===== config.mk =====
export PLATFORM = sky130hd
export DESIGN_NAME = param_deserializer
export DESIGN_NICKNAME = d
export VERILOG_FILES = /design/src/rtl/param_deser_pkg.sv /design/src/rtl/deser_out_reg.sv /design/src/rtl/param_deserializer.sv
export SDC_FILE = /design/constraint.sdc
export NUM_CORES = 1
export LEC_CHECK = 0
export BUFFER_PORTS_ARGS = -buffer_cell sky130_fd_sc_hd__buf_2
export CAP_MARGIN = 20
export CELL_PAD_IN_SITES_DETAIL_PLACEMENT = 0
export CELL_PAD_IN_SITES_GLOBAL_PLACEMENT = 1
export CORE_ASPECT_RATIO = 0.9
export CORE_MARGIN = 5
export CORE_UTILIZATION = 25
export CTS_CLUSTER_DIAMETER = 40
export CTS_CLUSTER_SIZE = 28
export DETAILED_ROUTE_END_ITERATION = 7
export GPL_ROUTABILITY_DRIVEN = 0
export GPL_TIMING_DRIVEN = 0
export PLACE_DENSITY_LB_ADDON = 0.2
export SLEW_MARGIN = 20
export SYNTH_ARGS = -nofsm -noshare
export SYNTH_HDL_FRONTEND = slang
export SYNTH_HIERARCHICAL = 1
export SYNTH_SLANG_ARGS = --single-unit

===== constraint.sdc =====
create_clock -name clk -period 3.1 [get_ports clk]
set_input_delay 0.31 -clock clk [delete_from_list [all_inputs] [get_ports clk]]
set_output_delay 0.31 -clock clk [all_outputs]
set_load 0.02 [all_outputs]

===== src/rtl/param_deser_pkg.sv =====
// Shared types and helpers for the parametrised serial-to-parallel converter.
// Latency: n/a (types and pure functions only).
// Backpressure: n/a.
package param_deser_pkg;

    typedef enum logic [1:0] {
        IDLE   = 2'd0,
        SHIFT  = 2'd1,
        PARITY = 2'd2
    } state_t;

    function automatic int bit_cnt_w(input int data_w);
        return $clog2(data_w + 1);
    endfunction

    // Zero-extension to 64 bits leaves the reduction XOR unchanged.
    function automatic logic parity_fail(input logic [63:0] data, input logic pbit,
                                         input logic odd);
        return (^data ^ pbit) != odd;
    endfunction

endpackage


===== src/rtl/deser_out_reg.sv =====
// Single-entry valid/ready output register for assembled words, with sticky overflow.
// Latency: a written word appears on pdata/valid the edge after wr_vld.
// Backpressure: a word arriving while valid=1 and ready=0 is dropped and sets overflow.
module deser_out_reg
    import param_deser_pkg::*;
#(
    parameter int DATA_W = 16
) (
    input  logic              clk,
    input  logic              reset,
    input  logic              wr_vld,
    input  logic [DATA_W-1:0] wr_dat,
    output logic [DATA_W-1:0] pdata,
    output logic              valid,
    input  logic              ready,
    output logic              overflow
`ifdef PARAM_DESER_PARITY_EN
    ,
    input  logic              wr_err,
    output logic              parity_err
`endif
);

    logic can_load;
    assign can_load = !valid || ready;

    always_ff @(posedge clk) begin
        if (reset) begin
            pdata    <= '0;
            valid    <= 1'b0;
            overflow <= 1'b0;
`ifdef PARAM_DESER_PARITY_EN
            parity_err <= 1'b0;
`endif
        end else if (wr_vld) begin
            if (can_load) begin
                // Covers the same-cycle accept-and-refill case: valid stays high.
                pdata <= wr_dat;
                valid <= 1'b1;
`ifdef PARAM_DESER_PARITY_EN
                parity_err <= wr_err;
`endif
            end else begin
                overflow <= 1'b1;
            end
        end else if (ready) begin
            valid <= 1'b0;
        end
    end

endmodule


===== src/rtl/param_deserializer.sv =====
// Serial-to-parallel converter: DATA_W-bit words, either bit order; optional trailing parity (PARAM_DESER_PARITY_EN).
// Latency: valid rises one edge after the last bit (parity bit when enabled) is sampled.
// Backpressure: single output register; words completing while it is full are dropped (overflow).
module param_deserializer
    import param_deser_pkg::*;
#(
    parameter int DATA_W     = 16,
    parameter bit MSB_FIRST  = 1'b1,
    parameter bit ODD_PARITY = 1'b0
) (
    input  logic                           clk,
    input  logic                           reset,
    input  logic                           sdata,
    input  logic                           start,
    output logic [DATA_W-1:0]              pdata,
    output logic                           valid,
    input  logic                           ready,
    output logic                           aborted,
    output logic                           overflow,
    output logic [bit_cnt_w(DATA_W)-1:0]   bit_cnt
`ifdef PARAM_DESER_PARITY_EN
    ,
    output logic                           parity_err
`endif
);

    localparam int CW = bit_cnt_w(DATA_W);

    if (DATA_W < 2 || DATA_W > 64) begin : g_bad_width
        $error("param_deserializer: DATA_W must be in 2..64");
    end

    state_t            state, state_nxt;
    logic [DATA_W-1:0] sreg, sreg_nxt;
    logic              last_bit;
    logic              shift_en, word_cmp, par_smp, abort_set, deliver;
    logic              done_q;

    assign last_bit = (bit_cnt == CW'(DATA_W - 1));
    assign sreg_nxt = MSB_FIRST ? {sreg[DATA_W-2:0], sdata} : {sdata, sreg[DATA_W-1:1]};

    always_ff @(posedge clk) begin
        if (reset) state <= IDLE;
        else       state <= state_nxt;
    end

    always_comb begin
        state_nxt = state;
        shift_en  = 1'b0;
        word_cmp  = 1'b0;
        par_smp   = 1'b0;
        abort_set = 1'b0;
        case (state)
            IDLE, SHIFT: begin
                if (start) begin
                    shift_en  = 1'b1;
                    state_nxt = SHIFT;
                    if (last_bit) begin
                        word_cmp = 1'b1;
`ifdef PARAM_DESER_PARITY_EN
                        state_nxt = PARITY;
`endif
                    end
                end else begin
                    state_nxt = IDLE;
                    abort_set = (bit_cnt != '0);
                end
            end
            PARITY: begin
                state_nxt = IDLE;
                if (start) par_smp   = 1'b1;
                else       abort_set = 1'b1;
            end
            default: state_nxt = IDLE;
        endcase
    end

`ifdef PARAM_DESER_PARITY_EN
    logic err_q;
    assign deliver = par_smp;

    always_ff @(posedge clk) begin
        if (reset) err_q <= 1'b0;
        else       err_q <= par_smp && parity_fail(64'(sreg), sdata, ODD_PARITY);
    end
`else
    assign deliver = word_cmp;

    // Parity sense only matters when the parity check is compiled in.
    if (ODD_PARITY) begin : g_odd_parity_unused
    end
`endif

    // done_q marks that sreg holds a complete word for the output register this cycle.
    always_ff @(posedge clk) begin
        if (reset) begin
            sreg    <= '0;
            bit_cnt <= '0;
            done_q  <= 1'b0;
            aborted <= 1'b0;
        end else begin
            done_q  <= deliver;
            aborted <= abort_set;
            if (shift_en) begin
                sreg    <= sreg_nxt;
                bit_cnt <= word_cmp ? '0 : bit_cnt + CW'(1);
            end else if (abort_set) begin
                bit_cnt <= '0;
            end
        end
    end

    deser_out_reg #(.DATA_W(DATA_W)) u_out_reg (
        .clk        (clk),
        .reset      (reset),
        .wr_vld     (done_q),
        .wr_dat     (sreg),
        .pdata      (pdata),
        .valid      (valid),
        .ready      (ready),
        .overflow   (overflow)
`ifdef PARAM_DESER_PARITY_EN
        ,
        .wr_err     (err_q),
        .parity_err (parity_err)
`endif
    );

    // Unused in the non-parity build: the enum still carries PARITY.
    logic unused_par;
    assign unused_par = par_smp;

endmodule


==> results.md, run 1 <==
- CTS tree: done
- Hold crit path type: input port to register
- Switching share of power: 23.3%
- Total wire length: between 3000 and 4000 um
- Placed insts: about 280
- VDD IR max: 164 uV
- Row count: 28
- DIE HEIGHT: between 80 and 90 um
- Leak: 0.814 nW
- Post-synth EDFFs: 0
- Post-CTS Setup Repair Bufs: 0
- Fin Setup TNS: 0 ps
- FF-to-FF setup slack: around 1900 ps
- Largest net degree at the start of global routing: 14
- Crit share post-route: between 40% and 50%
- Pre-CTS setup slack: 1840 ps
- Top_reg_cell synth: dfxtp_1
- Final Hold Fails: 0
- Internal: approximately 0.0007 W
- Detail Placement HPWL: ~2400 um
- Critical Path Stages: 1
- Combinational power share: 5.7%
- Yosys warns: 6
- Netlist cell types: 23
- Die W: 96.1 um
- Crit path kind: register to output pin
- Worst-margin pin slew: roughly 420 ps
- CTS Sinks: just over 40
- CP max stage delay: roughly 480 ps
- Sequential element share of the synthesized area: 49.2%
- RSZ-0062 raised after global routing: no
- Synth Area in Compound Gates: 1.35%
- FMAX: 765 MHz
- CP startpoint kind: register
- Max clock buf depth: 2
- Inserted Diodes: 0
- Vias in the first global route: approximately 1200
- Syn_area_per_cell: around 11 um2
- WL/cell: about 12 um
- Post-CTS sizing: 0
- Worst Path Arrival: 1000 ps
- Synthesized Nets: 165
- Seq pwr share: 57.7%
- Hold Crit Depth: 3
- CTS H-tree depth: 2
- Slew headroom: between 70% and 80%
- Hold_buf cts: 0
- Vias/cell: 4.06
- Outcome: finished clean
- Post-synthesis register bit count: 41
- PwrDens: 461 mW/mm2
- Area grow syn2layout: 20.3%
- Final worst path period need: approximately 1300 ps
- Slowest CP cell: dfxtp_1
- DR iter-0 viols: 42
- Vias after detailed routing: between 1000 and 1500
- Pre-antenna DRT Iters: 4
- Largest family of logic cells by synthesized area: simple AND/OR/NAND/NOR gates
- Share of post-route cells with drive strength above 1: between 20% and 30%
- Psw: roughly 0.00022 W
- Reg2Reg Depth: 4
- Worst setup EP type: output pin
- Total track usage: about 8.8%
- DRC: 0
- Final slew viol count: 0
- Io pins: 29
- Critical path peak fanout: 6
- Port Buffers: 28
- Mapped Cells: 158
- Worst-path cell chain: buf_2
- Final #Nets: 200
- Mux contribution to synthesized area: just under 20%
- Synth Area in Simple Gates: a little under a quarter
- Clk_skew: roughly 4.9 ps
- Max-cap violations: 0
- Top Family by Delay on Critical Path: flip-flops
- Starting Density: between 20 and 30%
- Synthesized cell area: around 0.0017 mm2
- Final setup viols: 0
- Fill count: 693
- Initial antenna violation count: 0
- Global-route wire length before repair: around 5600 um
- CTS buffer count: 5
- Layout Cells excl Fill: about 280
- Die area: between 0.008 and 0.009 mm2
- FFs w/ async S/R, synth: 0%
- Clock power share: approximately 37%
- Worst skew pair latency: 290 ps
- XOR/XNOR share of the synthesized area: 1.05%
- Grt total ovfl: 0
- PnR worst setup slack: 1790 ps
- Worst Path Buf+Inv: 1
- Worst-path clk slew: 80 ps
- Final ANT Viol Nets: 0
- Root Buffer Master: clkbuf_8
- Core box area: 0.00655 mm2
- Adder-Cell Fraction of Synth Area: roughly 1.5%
- Critical Path RT: 2790 ps
## flip-flops by register name (all words and copies together), names as in the netlist
register            flops
bit_cnt                 5
u_out_reg/valid         1
sreg                   16
done_q                  1
aborted                 1
u_out_reg/pdata        16
u_out_reg/overflow      1
## synth_stat cells, drive strengths merged, types with 2 or more instances
master	number	area share (%)
nand3	2	0.60
nor3	3	0.90
buf	6	3.4
mux2i	32	19
inv	2	0.45
clkbuf	3	0.68
nor2b	2	1.4
nor2	21	4.7
ha	2	1.5
nand2b	33	12
nand3b	2	0.90
dfxtp	41	49
a21oi	3	0.90
## power groups by stage
stage | combinational, W | clock (W) | sequential, W
floorplan | 0.0000344 | 0 | 0.000549
global placement | 0.0000528 | 0 | 0.000546
detailed placement | 0.0000539 | 0 | 0.000546
CTS | 0.0000540 | 0.000356 | 0.000534
global route | 0.0000580 | 0.000374 | 0.000535
finish | 0.0000531 | 0.000338 | 0.000534
## cell type report
class	instances	area, um2	share of cell area [%]
sequential	41	821	40.9
multi-input combinational	106	772	38.5
timing repair buffer	28	140	6.98
tap	90	113	5.61
clock buffer	5	68.8	3.43
buffer	9	67.6	3.37
clock inverter	3	17.5	0.873
inverter	2	7.51	0.374
## layer usage
metal / vias up / wire length (um) / track usage [%]
met5: - / 0 / 0
met4: 0 / 77 / 4.26
met3: 5 / 181 / 2.77
met2: 24 / 1510 / 14.1
met1: 535 / 1620 / 10.5
li1: 588 / - / -
## cells by family (layout without fill, tap and decap cells)
family          Yosys count  after routing
compound gates            4              4
xor+xnor                  2              2
fa+ha+maj                 2              2
buf+inv                  11             47
flops                    41             41
mux                      32             32
simple gates             66             66
## through the flow
step	util (%)	instance area, um2	power, W	hold WS [ps]
2_1_floorplan	-	1670	0.000583	451
3_3_place_gp	29.3	1920	0.000599	444
3_5_place_dp	29.3	1920	0.000600	450
4_1_cts	30.6	2010	0.000944	267
5_1_grt	30.6	2010	0.000966	289
6_report	30.6	2010	0.000925	268
## worst reg2reg max path, cell delays in order, from the launching register on
cell      delay (ps)
dfxtp_1          410
ha_1             200
nand3_1          160
o211ai_1         210
a21oi_1           90
## path summary, 6_finish.rpt
check | start | endpoint
max reg2reg | bit_cnt[0] | bit_cnt[1]
min | sdata | sreg[0]
min reg2reg | u_out_reg/overflow | u_out_reg/overflow
max | bit_cnt[4] | bit_cnt[4]
## placed cells by master, fill, tap and decap left out
cell type and n:
ha_1 2, nor2b_2 1, nor2b_4 1, o211ai_1 1, buf_4 2, dfxtp_1 41
xor2_1 1, buf_12 1, clkbuf_1 3, nand3_1 2, clkbuf_8 5, nor3_1 3
mux2i_1 32, a21oi_1 3, clkinvlp_4 1, nor2_1 21, nand2_1 1, nor4b_4 1
buf_6 1, clkinv_2 2, inv_1 2, buf_2 30, and4b_2 1, nand3b_1 2
nand2b_1 33, xnor2_1 1
Note: power is estimated with default switching activity, not from simulation.
==> inputs of run 2 (changes only) <==
==> constraint.sdc (replaced) <==
create_clock -name clk -period 1.1 [get_ports clk]
set_input_delay 0.11 -clock clk [delete_from_list [all_inputs] [get_ports clk]]
set_output_delay 0.11 -clock clk [all_outputs]
set_load 0.02 [all_outputs]
==> results.md, run 2 (synthesized netlist as in run 1, its figures left out) <==
- Outcome: finished clean
- Final #Nets: 206
- Grt total ovfl: 0
- Inserted Diodes: 0
- Row count: 28
- CTS Sinks: 41
- Vias in the first global route: ~1200
- Hold_buf cts: 0
- Worst setup EP type: register
- Critical Path Stages: 5
- Most common cell after layout, fill and taps aside: dfxtp_1
- Most frequent cells in the layout: dfxtp_1, nand2b_1, mux2i_1
- DIE HEIGHT: between 80 and 90 um
- DR iter-0 viols: 27
- Root Buffer Master: clkbuf_8
- Die area: between 0.008 and 0.009 mm2
- Port Buffers: 28
- VDD IR max: 452 uV
- Layout Cells excl Fill: 290
- Die W: 96.1 um
- Final Cell Area: ~0.0021 mm2
- CP max stage delay: about 370 ps
- Worst skew pair latency: 290 ps
- Final ANT Viol Nets: 0
- Io pins: 29
- Share of post-route cells with drive strength above 1: approximately a third
- Crit path kind: register to register
- Worst-margin pin slew: between 400 and 500 ps
- Met2 usage: 12.9%
- Post-DP Area: a little under 0.002 mm2
- Area grow syn2layout: 27.9%
- Core box area: between 0.006 and 0.007 mm2
- CP startpoint kind: register
- Critical Path RT: 1320 ps
- Slowest CP cell: dfxtp_4
- Hold crit path type: input port to register
- Crit share post-route: between 90% and 100%
- Final worst path period need: around 1100 ps
- FMAX: roughly 900 MHz
- Max-cap violations: 0
- Met3 Resource Use GR: under 10%
- Clk_skew: slightly below 10 ps
- Largest net degree at the start of global routing: 14
- WL/cell: between 10 and 15 um
- Final setup viols: 0
- Slew headroom: 73.0%
- Worst Path Arrival: roughly 1300 ps
- Placed insts: roughly 280
- Vias after detailed routing: 1155
- Critical path peak fanout: 4
- CTS tree: done
- PnR worst setup slack: about 2.9 ps
- Reg2Reg Depth: 5
- Detail Placement HPWL: between 2000 and 2500 um
- Final Hold Fails: 0
- Worst-path cell chain: inv_4 -> ha_4 -> nor4b_4 -> nand3b_1 -> a21oi_2
- Top Family by Delay on Critical Path: flip-flops
- Worst-path clk slew: roughly 90 ps
- Initial antenna violation count: 0
- Total wire length: 3360 um
- Final slew viol count: 0
- Total track usage: under 10%
- CTS buffer count: 5
- PwrDens: between 1000 and 1500 mW/mm2
- Hold Crit Depth: 3
- Max clock buf depth: 2
- Pre-antenna DRT Iters: 4
- GR Util met1: between 10% and 20%
- Vias/cell: about 4
- Leak: approximately 0.86 nW
- Worst Path Buf+Inv: 1
- Biggest regs: sreg: 16 flops, u_out_reg/pdata: 16 flops, bit_cnt: 5 flops
- DRC: 0
- Starting Density: 25.5%
- Layer with the highest usage: met2
- RSZ-0062 raised after global routing: yes
- Global-route wire length before repair: between 5000 and 6000 um
- CTS H-tree depth: 2
- Pre-CTS setup slack: -30.1 ps
==> run 2: worst paths after layout <==
check                     start            endpoint  slack, ps
max reg2reg          bit_cnt[1]          bit_cnt[0]          3
min reg2reg  u_out_reg/pdata[7]  u_out_reg/pdata[7]        470
max                  bit_cnt[1]          bit_cnt[0]          3
min                       sdata             sreg[0]         60
==> run 2: worst min-delay path: cells and delay by family <==
| kind | cells | cell delay [ps] |
|---|---|---|
| buffers and inverters | 1 | 80 |
| muxes | 1 | 60 |
| and+or+nand+nor | 1 | 70 |
==> run 2: per-stage QoR <==
stage	hold WS [ps]	utilization, %	total power, W	setup TNS [ps]
finish	58.1	32.6	0.00271	0
global route	74.5	32.6	0.00287	-471
CTS	48.7	32.0	0.00279	0
detailed placement	365	29.4	0.00169	-104
global placement	361	29.4	0.00169	-91.0
floorplan	257	-	0.00164	0
==> run 2: what timing repair did <==
item	4_1_cts	5_1_grt
setup endpoints to repair	14	13
gates cloned	0	1
resized for setup	10	4
pin swaps	4	3
buffers inserted	5	0
==> run 2: layer usage <==
metal | part of all wire [%] | routed length (um)
met4 | 1.7 | 58
met2 | 45 | 1510
met5 | 0 | 0
met1 | 49 | 1640
met3 | 4.4 | 148
==> run 2: layout make-up <==
type	count	area, um2
Fill cell	699	4420
Clock inverter	2	13.8
Sequential cell	41	833
Clock buffer	6	82.6
Tap cell	90	113
Timing Repair Buffer	34	215
Buffer	9	67.6
Inverter	2	12.5
Multi-Input combinational cell	106	796
==> run 2: power breakdown <==
group / internal [W] / leakage, nW / switching [W]
clock network: 0.000509 / 0.0512 / 0.000529
logic: 0.0000840 / 0.477 / 0.0000864
registers: 0.00149 / 0.334 / 0.0000125
total: 0.00209 / 0.863 / 0.000628
